==> config.mk <==
export PLATFORM = sky130hd
export DESIGN_NAME = grid_access_arbiter_flat
export DESIGN_NICKNAME = d
export VERILOG_FILES = /design/src/rtl/grid_arb_pkg.sv /design/src/rtl/grid_access_arbiter_if.sv /design/src/rtl/rr_arbiter.sv /design/src/rtl/grid_access_arbiter.sv /design/src/flat_wrapper.sv
export SDC_FILE = /design/constraint.sdc
export NUM_CORES = 1
export LEC_CHECK = 0
export CAP_MARGIN = 20
export CORE_ASPECT_RATIO = 1.75
export CORE_MARGIN = 10
export CORE_UTILIZATION = 39
export CTS_CLUSTER_SIZE = 10
export DETAILED_ROUTE_END_ITERATION = 16
export PLACE_DENSITY_LB_ADDON = 0.2
export SKIP_CTS_REPAIR_TIMING = 1
export SLEW_MARGIN = 20
export SYNTH_ARGS = -nofsm -noshare
export SYNTH_HDL_FRONTEND = slang
export SYNTH_HIERARCHICAL = 1
export SYNTH_SLANG_ARGS = --single-unit
==> constraint.sdc <==
create_clock -name clk -period 4.5 [get_ports clk]
set_input_delay 0.9 -clock clk [delete_from_list [all_inputs] [get_ports clk]]
set_output_delay 0.9 -clock clk [all_outputs]
set_load 0.02 [all_outputs]
==> src/rtl/grid_arb_pkg.sv <==
`default_nettype none
// ============================================================================
// Module      : grid_arb_pkg
// Description : Shared definitions for the placement-grid access arbiter:
//               opcodes, the empty-cell marker and the controller state
//               encoding.
// Revision    : 1.0 - initial release
// ============================================================================
package grid_arb_pkg;

    // Requester opcodes. The fourth code (2'b11) is reserved and behaves as a read.
    localparam logic [1:0] OP_READ  = 2'b00;
    localparam logic [1:0] OP_WRITE = 2'b01;
    localparam logic [1:0] OP_CLAIM = 2'b10;

    // Empty-cell marker (all ones). Wider/narrower grids replicate bit 0.
    localparam logic [31:0] EMPTY = 32'hFFFF_FFFF;

    typedef enum logic [2:0] {
        ST_IDLE = 3'd0,
        ST_EXEC = 3'd1,
        ST_WAIT = 3'd2,
        ST_WB   = 3'd3,
        ST_RESP = 3'd4
    } state_t;

endpackage
`default_nettype wire

==> src/rtl/grid_access_arbiter_if.sv <==
`default_nettype none
// ============================================================================
// Module      : grid_access_arbiter_if
// Description : Requester-side bus between the placement engines and the
//               grid access arbiter. Vectors are flattened per engine:
//               engine k owns req_op[2k+:2], req_addr[k*ADDR_W+:ADDR_W] and
//               req_wdata[k*DATA_W+:DATA_W].
//   master : engine side  (drives req_*, receives ready/response)
//   slave  : arbiter side (receives req_*, drives ready/response)
// Revision    : 1.0 - initial release
// ============================================================================
interface grid_access_arbiter_if #(
    parameter int NREQ   = 4,
    parameter int ADDR_W = 12,
    parameter int DATA_W = 32
);
    logic [NREQ-1:0]        req_valid;
    logic [2*NREQ-1:0]      req_op;
    logic [NREQ*ADDR_W-1:0] req_addr;
    logic [NREQ*DATA_W-1:0] req_wdata;
    logic [NREQ-1:0]        req_ready;
    logic [NREQ-1:0]        rsp_valid;
    logic [DATA_W-1:0]      rsp_data;
    logic                   rsp_ok;

    modport master (
        output req_valid, req_op, req_addr, req_wdata,
        input  req_ready, rsp_valid, rsp_data, rsp_ok
    );

    modport slave (
        input  req_valid, req_op, req_addr, req_wdata,
        output req_ready, rsp_valid, rsp_data, rsp_ok
    );
endinterface
`default_nettype wire

==> src/rtl/rr_arbiter.sv <==
`default_nettype none
// ============================================================================
// Module      : rr_arbiter
// Description : Combinational round-robin picker. Returns the first set
//               request searching upward from i_ptr+1 (mod NREQ).
//   i_req   : request vector
//   i_ptr   : index of the last winner
//   o_grant : one-hot grant
//   o_idx   : index of the winner
//   o_any   : at least one request present
// Revision    : 1.0 - initial release
// ============================================================================
module rr_arbiter #(
    parameter  int NREQ  = 4,
    localparam int IDX_W = (NREQ > 1) ? $clog2(NREQ) : 1
) (
    input  wire logic [NREQ-1:0]  i_req,
    input  wire logic [IDX_W-1:0] i_ptr,
    output logic      [NREQ-1:0]  o_grant,
    output logic      [IDX_W-1:0] o_idx,
    output logic                  o_any
);

    logic [IDX_W-1:0] w_k;

    always_comb begin
        o_grant = '0;
        o_idx   = '0;
        o_any   = 1'b0;
        w_k     = '0;
        // The last winner is visited last, giving it the lowest priority.
        for (int i = 1; i <= NREQ; i++) begin
            w_k = IDX_W'((int'(i_ptr) + i) % NREQ);
            if (!o_any && i_req[w_k]) begin
                o_any        = 1'b1;
                o_grant[w_k] = 1'b1;
                o_idx        = w_k;
            end
        end
    end

endmodule
`default_nettype wire

==> src/rtl/grid_access_arbiter.sv <==
`default_nettype none
// ============================================================================
// Module      : grid_access_arbiter
// Description : Serialises read / write / claim accesses from NREQ placement
//               engines onto a single-port grid RAM with 1-cycle registered
//               read. A claim writes the id only if the cell holds EMPTY.
//   clk, reset   : clock, asynchronous active-low reset
//   bus          : requester bus (slave modport)
//   mem_*        : grid RAM port (mem_dout valid the cycle after mem_re)
//   busy         : controller not idle
//   conflict_cnt : saturating count of claims that found the cell occupied
// Revision    : 1.0 - initial release
// ============================================================================
module grid_access_arbiter
    import grid_arb_pkg::*;
#(
    parameter int NREQ       = 4,
    parameter int ADDR_W     = 12,
    parameter int DATA_W     = 32,
    parameter int GRID_CELLS = 49,
    parameter int CNT_W      = 16,
    localparam int IDX_W     = (NREQ > 1) ? $clog2(NREQ) : 1
) (
    input  wire logic                clk,
    input  wire logic                reset,
    grid_access_arbiter_if.slave     bus,
    output logic                     mem_re,
    output logic                     mem_we,
    output logic [ADDR_W-1:0]        mem_addr,
    output logic [DATA_W-1:0]        mem_din,
    input  wire logic [DATA_W-1:0]   mem_dout,
    output logic                     busy,
    output logic [CNT_W-1:0]         conflict_cnt
);

    localparam logic [DATA_W-1:0] c_EMPTY      = {DATA_W{EMPTY[0]}};
    localparam logic [ADDR_W-1:0] c_GRID_CELLS = ADDR_W'(GRID_CELLS);
    localparam logic [NREQ-1:0]   c_ONE        = NREQ'(1);

    state_t               r_state;
    logic [IDX_W-1:0]     r_rr_ptr;
    logic [IDX_W-1:0]     r_owner;
    logic [1:0]           r_op;
    logic [ADDR_W-1:0]    r_addr;
    logic [DATA_W-1:0]    r_wdata;
    logic                 r_oor;
    logic                 r_mem_re;
    logic                 r_mem_we;
    logic [ADDR_W-1:0]    r_mem_addr;
    logic [DATA_W-1:0]    r_mem_din;
    logic [NREQ-1:0]      r_rsp_valid;
    logic [DATA_W-1:0]    r_rsp_data;
    logic                 r_rsp_ok;
    logic [CNT_W-1:0]     r_conflict_cnt;

    logic [1:0]           w_op    [NREQ];
    logic [ADDR_W-1:0]    w_addr  [NREQ];
    logic [DATA_W-1:0]    w_wdata [NREQ];
    logic [NREQ-1:0]      w_grant;
    logic [IDX_W-1:0]     w_idx;
    logic                 w_any;
    logic [1:0]           w_sel_op;
    logic [ADDR_W-1:0]    w_sel_addr;
    logic [DATA_W-1:0]    w_sel_wdata;
    logic                 w_sel_oor;
    logic [NREQ-1:0]      w_owner_onehot;

    generate
        for (genvar g = 0; g < NREQ; g++) begin : g_unpack
            assign w_op[g]    = bus.req_op[2*g +: 2];
            assign w_addr[g]  = bus.req_addr[g*ADDR_W +: ADDR_W];
            assign w_wdata[g] = bus.req_wdata[g*DATA_W +: DATA_W];
        end
    endgenerate

    rr_arbiter #(.NREQ(NREQ)) u_rr_arbiter (
        .i_req   (bus.req_valid),
        .i_ptr   (r_rr_ptr),
        .o_grant (w_grant),
        .o_idx   (w_idx),
        .o_any   (w_any)
    );

    assign w_sel_op       = w_op[w_idx];
    assign w_sel_addr     = w_addr[w_idx];
    assign w_sel_wdata    = w_wdata[w_idx];
    assign w_sel_oor      = (w_sel_addr >= c_GRID_CELLS);
    assign w_owner_onehot = c_ONE << r_owner;

    // Accept pulse is combinational so the engine sees it in the grant cycle.
    assign bus.req_ready = (r_state == ST_IDLE) ? w_grant : '0;
    assign bus.rsp_valid = r_rsp_valid;
    assign bus.rsp_data  = r_rsp_data;
    assign bus.rsp_ok    = r_rsp_ok;
    assign mem_re        = r_mem_re;
    assign mem_we        = r_mem_we;
    assign mem_addr      = r_mem_addr;
    assign mem_din       = r_mem_din;
    assign busy          = (r_state != ST_IDLE);
    assign conflict_cnt  = r_conflict_cnt;

    // Memory strobes are registered one state ahead: they are set on the
    // transition into the state in which they must be visible.
    always_ff @(posedge clk or negedge reset) begin
        if (!reset) begin
            r_state        <= ST_IDLE;
            r_rr_ptr       <= IDX_W'(NREQ - 1);
            r_owner        <= '0;
            r_op           <= OP_READ;
            r_addr         <= '0;
            r_wdata        <= '0;
            r_oor          <= 1'b0;
            r_mem_re       <= 1'b0;
            r_mem_we       <= 1'b0;
            r_mem_addr     <= '0;
            r_mem_din      <= '0;
            r_rsp_valid    <= '0;
            r_rsp_data     <= '0;
            r_rsp_ok       <= 1'b0;
            r_conflict_cnt <= '0;
        end else begin
            r_mem_re    <= 1'b0;
            r_mem_we    <= 1'b0;
            r_mem_addr  <= '0;
            r_mem_din   <= '0;
            r_rsp_valid <= '0;
            case (r_state)
                ST_IDLE: begin
                    if (w_any) begin
                        r_owner  <= w_idx;
                        r_rr_ptr <= w_idx;
                        r_op     <= w_sel_op;
                        r_addr   <= w_sel_addr;
                        r_wdata  <= w_sel_wdata;
                        r_oor    <= w_sel_oor;
                        if (!w_sel_oor) begin
                            r_mem_addr <= w_sel_addr;
                            if (w_sel_op == OP_WRITE) begin
                                r_mem_we  <= 1'b1;
                                r_mem_din <= w_sel_wdata;
                            end else begin
                                r_mem_re  <= 1'b1;
                            end
                        end
                        r_state <= ST_EXEC;
                    end
                end
                ST_EXEC: begin
                    if (r_oor) begin
                        r_rsp_ok    <= 1'b0;
                        r_rsp_data  <= c_EMPTY;
                        r_rsp_valid <= w_owner_onehot;
                        r_state     <= ST_RESP;
                    end else if (r_op == OP_WRITE) begin
                        r_rsp_ok    <= 1'b1;
                        r_rsp_valid <= w_owner_onehot;
                        r_state     <= ST_RESP;
                    end else begin
                        r_state     <= ST_WAIT;
                    end
                end
                ST_WAIT: begin
                    r_rsp_data <= mem_dout;
                    if (r_op == OP_CLAIM) begin
                        // Write-back strobe must be decided now to appear in WB.
                        if (mem_dout == c_EMPTY) begin
                            r_mem_we   <= 1'b1;
                            r_mem_addr <= r_addr;
                            r_mem_din  <= r_wdata;
                        end
                        r_state <= ST_WB;
                    end else begin
                        r_rsp_ok    <= 1'b1;
                        r_rsp_valid <= w_owner_onehot;
                        r_state     <= ST_RESP;
                    end
                end
                ST_WB: begin
                    if (r_rsp_data == c_EMPTY) begin
                        r_rsp_ok <= 1'b1;
                    end else begin
                        r_rsp_ok <= 1'b0;
                        if (r_conflict_cnt != {CNT_W{1'b1}}) begin
                            r_conflict_cnt <= r_conflict_cnt + CNT_W'(1);
                        end
                    end
                    r_rsp_valid <= w_owner_onehot;
                    r_state     <= ST_RESP;
                end
                ST_RESP: begin
                    r_state <= ST_IDLE;
                end
                default: begin
                    r_state <= ST_IDLE;
                end
            endcase
        end
    end

endmodule
`default_nettype wire

==> src/flat_wrapper.sv <==
// flat-port wrapper written by rule: the top's interface ports become plain ports
module grid_access_arbiter_flat import grid_arb_pkg::*;
#(
    parameter int NREQ       = 4,
    parameter int ADDR_W     = 12,
    parameter int DATA_W     = 32,
    parameter int GRID_CELLS = 49,
    parameter int CNT_W      = 16,
    localparam int IDX_W     = (NREQ > 1) ? $clog2(NREQ) : 1
)
  (clk, reset, mem_re, mem_we, mem_addr, mem_din, mem_dout, busy, conflict_cnt, bus_req_valid, bus_req_op, bus_req_addr, bus_req_wdata, bus_req_ready, bus_rsp_valid, bus_rsp_data, bus_rsp_ok);
  grid_access_arbiter_if #(.NREQ(NREQ), .ADDR_W(ADDR_W), .DATA_W(DATA_W)) bus_i ();
  input  wire logic clk;
  input  wire logic reset;
  output logic mem_re;
  output logic mem_we;
  output logic [ADDR_W-1:0] mem_addr;
  output logic [DATA_W-1:0] mem_din;
  input  wire logic [DATA_W-1:0] mem_dout;
  output logic busy;
  output logic [CNT_W-1:0] conflict_cnt;
  input wire logic [$bits(bus_i.req_valid)-1:0] bus_req_valid;
  input wire logic [$bits(bus_i.req_op)-1:0] bus_req_op;
  input wire logic [$bits(bus_i.req_addr)-1:0] bus_req_addr;
  input wire logic [$bits(bus_i.req_wdata)-1:0] bus_req_wdata;
  output wire logic [$bits(bus_i.req_ready)-1:0] bus_req_ready;
  output wire logic [$bits(bus_i.rsp_valid)-1:0] bus_rsp_valid;
  output wire logic [$bits(bus_i.rsp_data)-1:0] bus_rsp_data;
  output wire logic [$bits(bus_i.rsp_ok)-1:0] bus_rsp_ok;
  assign bus_i.req_valid = bus_req_valid;
  assign bus_i.req_op = bus_req_op;
  assign bus_i.req_addr = bus_req_addr;
  assign bus_i.req_wdata = bus_req_wdata;
  assign bus_req_ready = bus_i.req_ready;
  assign bus_rsp_valid = bus_i.rsp_valid;
  assign bus_rsp_data = bus_i.rsp_data;
  assign bus_rsp_ok = bus_i.rsp_ok;
  grid_access_arbiter #(.NREQ(NREQ), .ADDR_W(ADDR_W), .DATA_W(DATA_W), .GRID_CELLS(GRID_CELLS), .CNT_W(CNT_W)) u_core (.clk(clk), .reset(reset), .bus(bus_i), .mem_re(mem_re), .mem_we(mem_we), .mem_addr(mem_addr), .mem_din(mem_din), .mem_dout(mem_dout), .busy(busy), .conflict_cnt(conflict_cnt));
endmodule
# After elaboration in Yosys (flattened, before gate mapping)
# Cells that the tools add are included.
# word_totals
inputBits	222
output_inout_bits	104
reg_bits	153
# classes
shifts	1
n_eq_ne	13
magnitude_cmp	10
mux	75
n_reduce_logical	18
add_sub_neg	5
bitwise_logic	5
# ops
cell	count
$mux 32	8
$pmux 32 s2	2
$mux 12	6
$bmux 32 s2	1
$eq 32x32->1 const B	2
$mux 4	8
$mux 1	25
$bmux 12 s2	1
$pmux 12 s2	1
$add 16x1->16 const B	1
$ne 16x16->1 const B	1
$ge 12x6->1 const B	1
$lt 2x3->1 const B	4
$mux 2	6
$mux 3	4
$or 4x4->4	3
$pmux 3 s4	1
$pmux 4 s3	1
$bmux 1 s2	4
$demux 1 s2	4
$ge 2x1->1 const B	4
$logic_and 1x1->1	7
$eq 3x2->1 const B	2
$reduce_and 3->1	2
20 further kinds	28

# Longest topological paths before layout
# Gate-level depths: netlist of the first run.
# logic_depth
word_depth	22
mapped_depth	15

# By module
# Netlist of the first run, hierarchy kept.
# modules_own_cells
mod	area_each_um2	n_inst	cells_each
grid_access_arbiter	7129.3	1	603
rr_arbiter	525.5	1	68

# Worst setup path before layout of the first run
# OpenSTA, ideal clock, no wires.
# synth_path
path_type	input-to-reg
from	input bus_req_valid[0]
to	register u_core.r_mem_we (netlist: u_core/mem_we)
required_time_ps	4424
path_slack_ps	694
cell_stages	13
setup_ps	76
arrival_time_ps	3730
cell_sequence	buf_6 > mux4_2 > a21oi_2 > nor3_1 > nor2_2 > o31a_1 > buf_6 > mux4_2 > or4_4 > nand3_2 > nand4_4 > buf_6 > o21bai_2
# synth_via
elab_chain_len	21
word_cells_on_any_way	35
# synth_lines
item	line	rtl
start, declared	flat_wrapper.sv:22	input wire logic [$bits(bus_i.req_valid)-1:0] bus_req_valid;
$bmux 1 s2	rr_arbiter.sv:34	if (!o_any && i_req[w_k]) begin
$mux 1 (not written as such)	rr_arbiter.sv:34	
$mux 1	rr_arbiter.sv:34	
$logic_not 1->1	rr_arbiter.sv:34	
$logic_and 1x1->1	rr_arbiter.sv:34	
$mux 1	rr_arbiter.sv:34	
$logic_not 1->1	rr_arbiter.sv:34	
$logic_and 1x1->1	rr_arbiter.sv:34	
[2 not listed]	-	
$logic_and 1x1->1	rr_arbiter.sv:34	
$mux 2 *	rr_arbiter.sv:34	
named net u_core.w_idx[0]	grid_access_arbiter.sv:60	logic [IDX_W-1:0] w_idx;
$not 2->3 (not written as such) *	grid_access_arbiter.sv:84, grid_access_arbiter.sv:85	
parallel branches: the longest is 5 deep, another holds $ge 12x6->1	-	
$mux 1 *	grid_access_arbiter.sv:136	if (!w_sel_oor) begin
$mux 1 *	grid_access_arbiter.sv:129	if (w_any) begin
$pmux 1 s2 *	grid_access_arbiter.sv:127	case (r_state)
end signal, assigned	grid_access_arbiter.sv:123	r_mem_we <= 1'b0;
end signal, assigned	grid_access_arbiter.sv:139	r_mem_we <= 1'b1;
end signal, assigned	grid_access_arbiter.sv:167	r_mem_we <= 1'b1;
end, declared	grid_access_arbiter.sv:48	logic r_mem_we;
# Mark *: on every way through the listed nets, which the timed path passes. The select of a mux whose other input is x is not followed.
# A chain may end at the register's enable or synchronous reset.

# Worst setup path in the final report of the first run
# layout_path
from	register u_core.r_rr_ptr[0]
to	output bus_req_ready[3]
# layout_via
elab_chain_len	14
word_cells_on_any_way	49
# layout_lines
item	line	rtl
start, declared	grid_access_arbiter.sv:41	logic [IDX_W-1:0] r_rr_ptr;
start signal, assigned	grid_access_arbiter.sv:107	r_rr_ptr <= IDX_W'(NREQ - 1);
start signal, assigned	grid_access_arbiter.sv:131	r_rr_ptr <= w_idx;
parallel branches: the longest is 12 deep, another holds $lt 2x3->1	-	
$mux 4 *	rr_arbiter.sv:34	
named net u_core.w_grant[3]	grid_access_arbiter.sv:59	logic [NREQ-1:0] w_grant;
$mux 4 *	grid_access_arbiter.sv:91	assign bus.req_ready = (r_state == ST_IDLE) ? w_grant : '0;
end, declared	flat_wrapper.sv:26	output wire logic [$bits(bus_i.req_ready)-1:0] bus_req_ready;
# Marks and branches as above.

==> summary.md, run 1 <==
- Crit Path Class: reg2out
- later-pin clock latency in the skew report: 0.42 ns
- share of flip-flops with an asynchronous set or reset after synthesis: 100%
- number of synthesized register bits: 153
- post-synthesis cell type count: 58
- startpoint class of the critical path: flop
- Setup-failing EPs final: 0
- residual DRC count: 0
- time the worst path needs with I/O delays and setup: 4.28 ns
- Gate Count Post-Synth: 671
- proportion of netlist area held by the largest area contributor: 49.4%
- synth-to-layout area growth: 53.5%
- die area: 25900 um^2
- final routed wirelength across all metal layers: 25.1 mm
- setup skew after layout: 0.00778 ns
- Pre-antenna DRT Iters: 4
- transition time at the pin with the least slew margin: 0.969 ns
- cell class contributing the biggest share of worst-path delay: flip-flops
- IR drop worst, VDD: 428 uV
- chain of cells forming the critical path: inv_2 > ha_1 > mux2i_4 > o21ai_1 > a221o_1 > and2_1 > clkdlybuf4s50_1
- final std cells w/o fill: 1244
- global-route wire length before repair: 38.8 mm
- syn nets: 902
- synth warn: 6
- crit path capture type: output pin
- Worst Path Arrival: 3.38 ns
- Filler Cell Count: 1618
- mean cell area of the mapped netlist: 11.4 um^2
- vias in the first global route: 7149
- reported leakage power: 4.91 nW
- number of routed nets with antenna violations: 0
- average detailed-routed wire length per instance: 20.2 um
- share of cells above drive strength 1: 14.5%
- pin count of the biggest net entering global routing: 103
- placed cell area: 11200 um^2
- Final HPWL DP: 19.6 mm
- final layout net count: 1221
- Row Count: 67
- EDFF count, synth: 0
- total track usage: 18.9%
- Pins Over Slew Limit: 0
- clock slew at the register clock pins of the worst setup and hold paths: 0.06 ns
- Iter 0 DRT Violations: 412
- Crit path largest cell delay: 0.74 ns
- die height: 205 um
- post-synthesis instance area: 7650 um^2
- most instantiated library cell after synthesis: nand2_1
- root cell of the clock tree: clkbuf_16
- cell type of the slowest stage on the worst timing path: dfstp_2
- Cell Pwr Density: 537 nW/um^2
- Max-Cap Viols: 0
- sequential cell area fraction in the yosys report: 50.0%
- Fmax: 234 MHz
- TritonCTS clock tree: built
- setup repair after global routing missed its margin: no
- PortBufs: 325
- top post-synthesis cells by area: dfrtp_1, mux4_2, nand2_1
- Post-Place Worst Slack: 0.207 ns
- design area: 11800 um^2
- max_slew headroom: 35.4%
- initial cell density of the core: 39.9%
- detail-routed via count per cell: 5.27
- sum of overflow across all layers after global routing: 0
- largest area contributor in the synthesized netlist: dfrtp_1
- number of cells in the design after placement: 1212
- kind of path behind the tightest hold check: reg2reg
- final weighted congestion of routability-driven global placement: 0.809
- number of sinks on the clock net: 153
- TritonCTS buffer count: 17
- crit share post-route: 95.1%
- final worst setup slack: 0.223 ns
- data required time at the worst endpoint: 3.60 ns
- ant diodes: 0
- Die Width: 126 um
- total buffers and inverters traversed by the critical path: 2
- clock buffer depth: 2
- most common flop cell mapped by yosys: dfrtp_1
- Final Hold Violating Endpoints: 0
- outcome: complete, no violations
- I/O Pins: 326
- top post-synthesis cells by count: nand2_1, dfrtp_1, mux4_2
- Core Area: 19200 um^2
- total via count in the routed design: 6555
- number of antenna violations at the first check in global routing: 0
- setup TNS after final layout: 0 ns
- largest fanout on the critical path: 17
- CTS H-tree depth: 4
-- registers in the layout, indices dropped and copies added (netlist names), 3 cells and up --
name                  count
u_core/bus.rsp_data      32
u_core/conflict_cnt      16
u_core/r_state            3
u_core/bus.rsp_valid      4
u_core/r_wdata           32
u_core/mem_addr          12
u_core/r_addr            12
u_core/mem_din           32
-- through the flow --
stage               hold WS (ns)  util [%]  total power, mW
finish                     0.473      61.2             6.31
global route               0.489      61.2             6.73
CTS                        0.472      61.2             6.40
detailed placement         0.455      58.1             4.93
global placement           0.453      58.1             4.88
floorplan                  0.437         -             4.02
-- power by group --
group	internal [mW]	switching, mW
Clock	0.853	0.583
Combinational	1.40	1.60
Sequential	1.67	0.207
-- cell families after synthesis --
| kind of cell | count (synthesis) | share of synthesized area (%) |
|---|---|---|
| fa+ha+maj | 9 | 1.47 |
| simple gates | 290 | 17.5 |
| mux | 51 | 14.7 |
| buf+inv | 49 | 3.30 |
| flops | 153 | 50.0 |
| compound gates | 104 | 11.2 |
| xor+xnor | 15 | 1.72 |
-- cells in the final DEF (no fill, tap or decap), drive strengths merged, types with 5 or more instances in the layout --
cell type | Yosys | routed
nand3 | 9 | 9
and3 | 5 | 5
inv | 6 | 8
buf | 21 | 19
a21oi | 7 | 7
a22o | 6 | 6
nor2 | 14 | 14
nand2 | 198 | 198
dfrtp | 151 | 151
o21ai | 41 | 41
mux4 | 47 | 47
ha | 9 | 9
xnor2 | 13 | 13
nand4 | 24 | 24
and2 | 11 | 11
clkdlybuf4s50 | 0 | 324
clkbuf | 22 | 20
clkinv | 0 | 6
o22a | 33 | 33
-- final cells by class --
| cell class | count | area [um^2] | area share [%] |
|---|---|---|---|
| clock buffers | 20 | 457 | 3.89 |
| clock inverters | 12 | 141 | 1.20 |
| inverters | 6 | 22.5 | 0.192 |
| multi-input cells | 469 | 3580 | 30.5 |
| flip-flops and latches | 153 | 3830 | 32.6 |
| well taps | 241 | 302 | 2.57 |
| repair buffers | 343 | 3410 | 29.1 |
-- metal layers --
metal	wire (um)	track usage, %	up-vias	share of wire (%)
met1	8810	19.0	3210	35
met2	13800	34.5	248	55
met5	0	0	-	0
li1	-	-	3066	-
met3	1940	7.14	31	7.7
met4	606	7.27	0	2.4
-- final timing paths --
kind | start | endpoint | slack [ns] | cells past startpoint
worst max-delay path | u_core/r_rr_ptr[0]$_DFFE_PN1P_ | bus_req_ready[3] | 0.22 | 7
worst min-delay path | u_core/r_wdata[26]$_DFFE_PN0P_ | u_core/mem_din[26]$_DFF_PN0_ | 0.47 | 2
worst max register to register | u_core/r_rr_ptr[0]$_DFFE_PN1P_ | u_core/mem_addr[3]$_DFF_PN0_ | 0.62 | 11
worst min register to register | u_core/r_wdata[26]$_DFFE_PN0P_ | u_core/mem_din[26]$_DFF_PN0_ | 0.47 | 2
max in group asynchronous | reset | u_core/mem_din[19]$_DFF_PN0_ | 2.93 | 2
min in group asynchronous | reset | u_core/conflict_cnt[2]$_DFFE_PN0P_ | 0.55 | 1
-- worst reg2reg max path, stage by stage, from the launching register on --
cell and delay (ns):
dfstp_2 0.74, inv_2 0.15, ha_1 0.50, a21oi_2 0.18, nor3_1 0.06, nor2_2 0.09
o31a_2 0.25, mux4_1 0.63, or4_4 0.56, nand3_2 0.12, and4_1 0.36, a22o_1 0.18
Power figures use the tool's default switching activity.
==> inputs of run 2 (changes only) <==
Settings changed: HOLD_SLACK_MARGIN set to 0.03, MAX_ROUTING_LAYER set to met4, RECOVER_POWER set to 100.
==> summary.md, run 2 (synthesized netlist as in run 1, its figures left out) <==
- TritonCTS clock tree: built
- final weighted congestion of routability-driven global placement: 0.820, +1.4%
- reported leakage power: 4.97 nW, +1.3%
- number of sinks on the clock net: 153, unchanged
- Final HPWL DP: 19.6 mm, unchanged
- transition time at the pin with the least slew margin: 2.58 ns, +1.61 ns
- crit path capture type: output pin
- placed cell area: 11200 um^2, unchanged
- CTS H-tree depth: 4, unchanged
- most used cells in the layout excluding fill and tap cells: clkdlybuf4s50_1, nand2_1, dfrtp_1
- worst hold slack across all endpoints: 0.473 ns, +0.0000320 ns
- die area: 25900 um^2, unchanged
- Fmax: 232 MHz, -0.72%
- crit share post-route: 95.7%, +0.69 points
- area of combinational cells with multiple inputs: 3460 um^2, -3.5%
- Row Count: 67, unchanged
- Die Width: 126 um, unchanged
- total track usage: 19.5%, +0.57 points
- share of cells above drive strength 1: 10.6%, -3.9 points
- final worst setup slack: 0.192 ns, -0.0309 ns
- Crit Reg-Reg Endpoint: u_core/mem_din[31]$_DFF_PN0_
- violated checks: max-capacitance violations, max-slew violations
- synth-to-layout area growth: 51.5%
- Reg area: 3830 um^2, unchanged
- kind of path behind the tightest hold check: reg2reg
- I/O Pins: 326, unchanged
- FF-to-FF Start: u_core/r_rr_ptr[0]$_DFFE_PN1P_
- max_slew headroom: -72.3%, -110 points
- initial cell density of the core: 39.9%, unchanged
- number of antenna violations at the first check in global routing: 0, unchanged
- Cell Pwr Density: 538 nW/um^2, about the same
- Iter 0 DRT Violations: 422, +2.4%
- launch instance of the worst min-delay path: u_core/r_wdata[26]$_DFFE_PN0P_
- clock buffer depth: 2, unchanged
- data required time at the worst endpoint: 3.60 ns, about the same
- PortBufs: 325, unchanged
- TritonCTS buffer count: 17, unchanged
- Setup-failing EPs final: 0, unchanged
- startpoint class of the critical path: input pin
- Pre-antenna DRT Iters: 6, +2
- Worst Hold End: u_core/r_wdata[26]$_DFFE_PN0P_
- ant diodes: 0, unchanged
- Final Hold Violating Endpoints: 0, unchanged
- final layout net count: 1221, unchanged
- Crit Path Class: in2out
- pin count of the biggest net entering global routing: 103, unchanged
- sum of overflow across all layers after global routing: 0, unchanged
- Post-Place Worst Slack: 0.207 ns, unchanged
- Pins Over Slew Limit: 218, +218
- clock slew at the register clock pins of the worst setup and hold paths: 0.06 ns, about the same
- Core Area: 19200 um^2, unchanged
- later-pin clock latency in the skew report: 0.42 ns, about the same
- detail-routed via count per cell: 5.27, about the same
- root cell of the clock tree: clkbuf_16
- Max-Cap Viols: 4, +4
- design area: 11600 um^2, -1.3%
- setup slack, reg-to-reg: 0.52 ns, -0.10 ns
- Worst Path Arrival: 3.41 ns, +0.03 ns
- number of routed nets with antenna violations: 0, unchanged
- final routed wirelength across all metal layers: 25.2 mm, +0.17%
- Filler Cell Count: 1654, +2.2%
- residual DRC count: 0, unchanged
- outcome: finished, violations left
- time the worst path needs with I/O delays and setup: 4.31 ns, +0.0309 ns
- setup skew after layout: 0.00925 ns, +0.00147 ns
- depth of the most critical reg-to-reg path: 11, unchanged
- depth of the worst hold-timing path: 2, unchanged
- commonest non-fill, non-tap cell in the layout: clkdlybuf4s50_1
- global-route wire length before repair: 38.8 mm, -0.12%
- IR drop worst, VDD: 424 uV, -0.73%
- setup repair after global routing missed its margin: no
- total via count in the routed design: 6557, +0.031%
- average detailed-routed wire length per instance: 20.2 um, +0.17%
- die height: 205 um, unchanged
- largest fanout on the critical path: 8, -9
- setup TNS after final layout: 0 ns, unchanged
- vias in the first global route: 7162, +0.18%
## run 2: area by class of cell
class	count	share of cell area, %
Clock buffer	20	3.94
Clock inverter	12	1.22
Inverter	6	0.194
Multi-Input combinational cell	469	29.8
Sequential cell	153	33.0
Tap cell	241	2.60
Timing Repair Buffer	343	29.2
## run 2: worst max-delay path: stages
cell and delay (ns):
dlygate4sd3_1 0.55, clkbuf_1 0.33, mux2i_1 0.24, mux2i_4 0.29, o21ai_0 0.15, a221o_1 0.27
and2_1 0.14, clkdlybuf4s50_1 0.53
## run 2: per-layer routing
| layer | track usage, % | wire length (um) | share of wire (%) |
|---|---|---|---|
| met2 | 34.5 | 13700 | 54 |
| met5 | - | 0 | 0 |
| met1 | 19.9 | 9250 | 37 |
| met3 | 5.90 | 1620 | 6.4 |
| met4 | 7.27 | 629 | 2.5 |
## run 2: worst max path at each step
| stage | cells after the start | start | slack (ns) | to |
|---|---|---|---|---|
| 2_1_floorplan | 13 | bus_req_valid[0] | 0.69 | u_core/mem_we$_DFF_PN0_ |
| 3_3_place_gp | 11 | bus_req_valid[2] | 0.24 | u_core/mem_addr[4]$_DFF_PN0_ |
| 3_5_place_dp | 11 | bus_req_valid[3] | 0.21 | u_core/mem_addr[0]$_DFF_PN0_ |
| 4_1_cts | 7 | u_core/r_rr_ptr[0]$_DFFE_PN1P_ | 0.21 | bus_req_ready[3] |
| 5_1_grt | 9 | bus_req_valid[2] | 0.03 | bus_req_ready[3] |
| 6_report | 8 | bus_req_valid[2] | 0.19 | bus_req_ready[2] |
## run 2: where the power goes
group | internal [mW] | total [mW] | switching [mW]
sequential | 1.67 | 1.88 | 0.206
combinational | 1.37 | 2.91 | 1.54
clock | 0.853 | 1.44 | 0.587
## run 2: stage by stage
step,std cells,utilization [%],power (mW)
after CTS,1244,61.2,6.40
after floorplan,671,-,4.02
after detailed placement,1212,58.1,4.93
after global placement,1212,58.1,4.88
final,1244,60.4,6.23
after global routing,1244,60.4,6.65
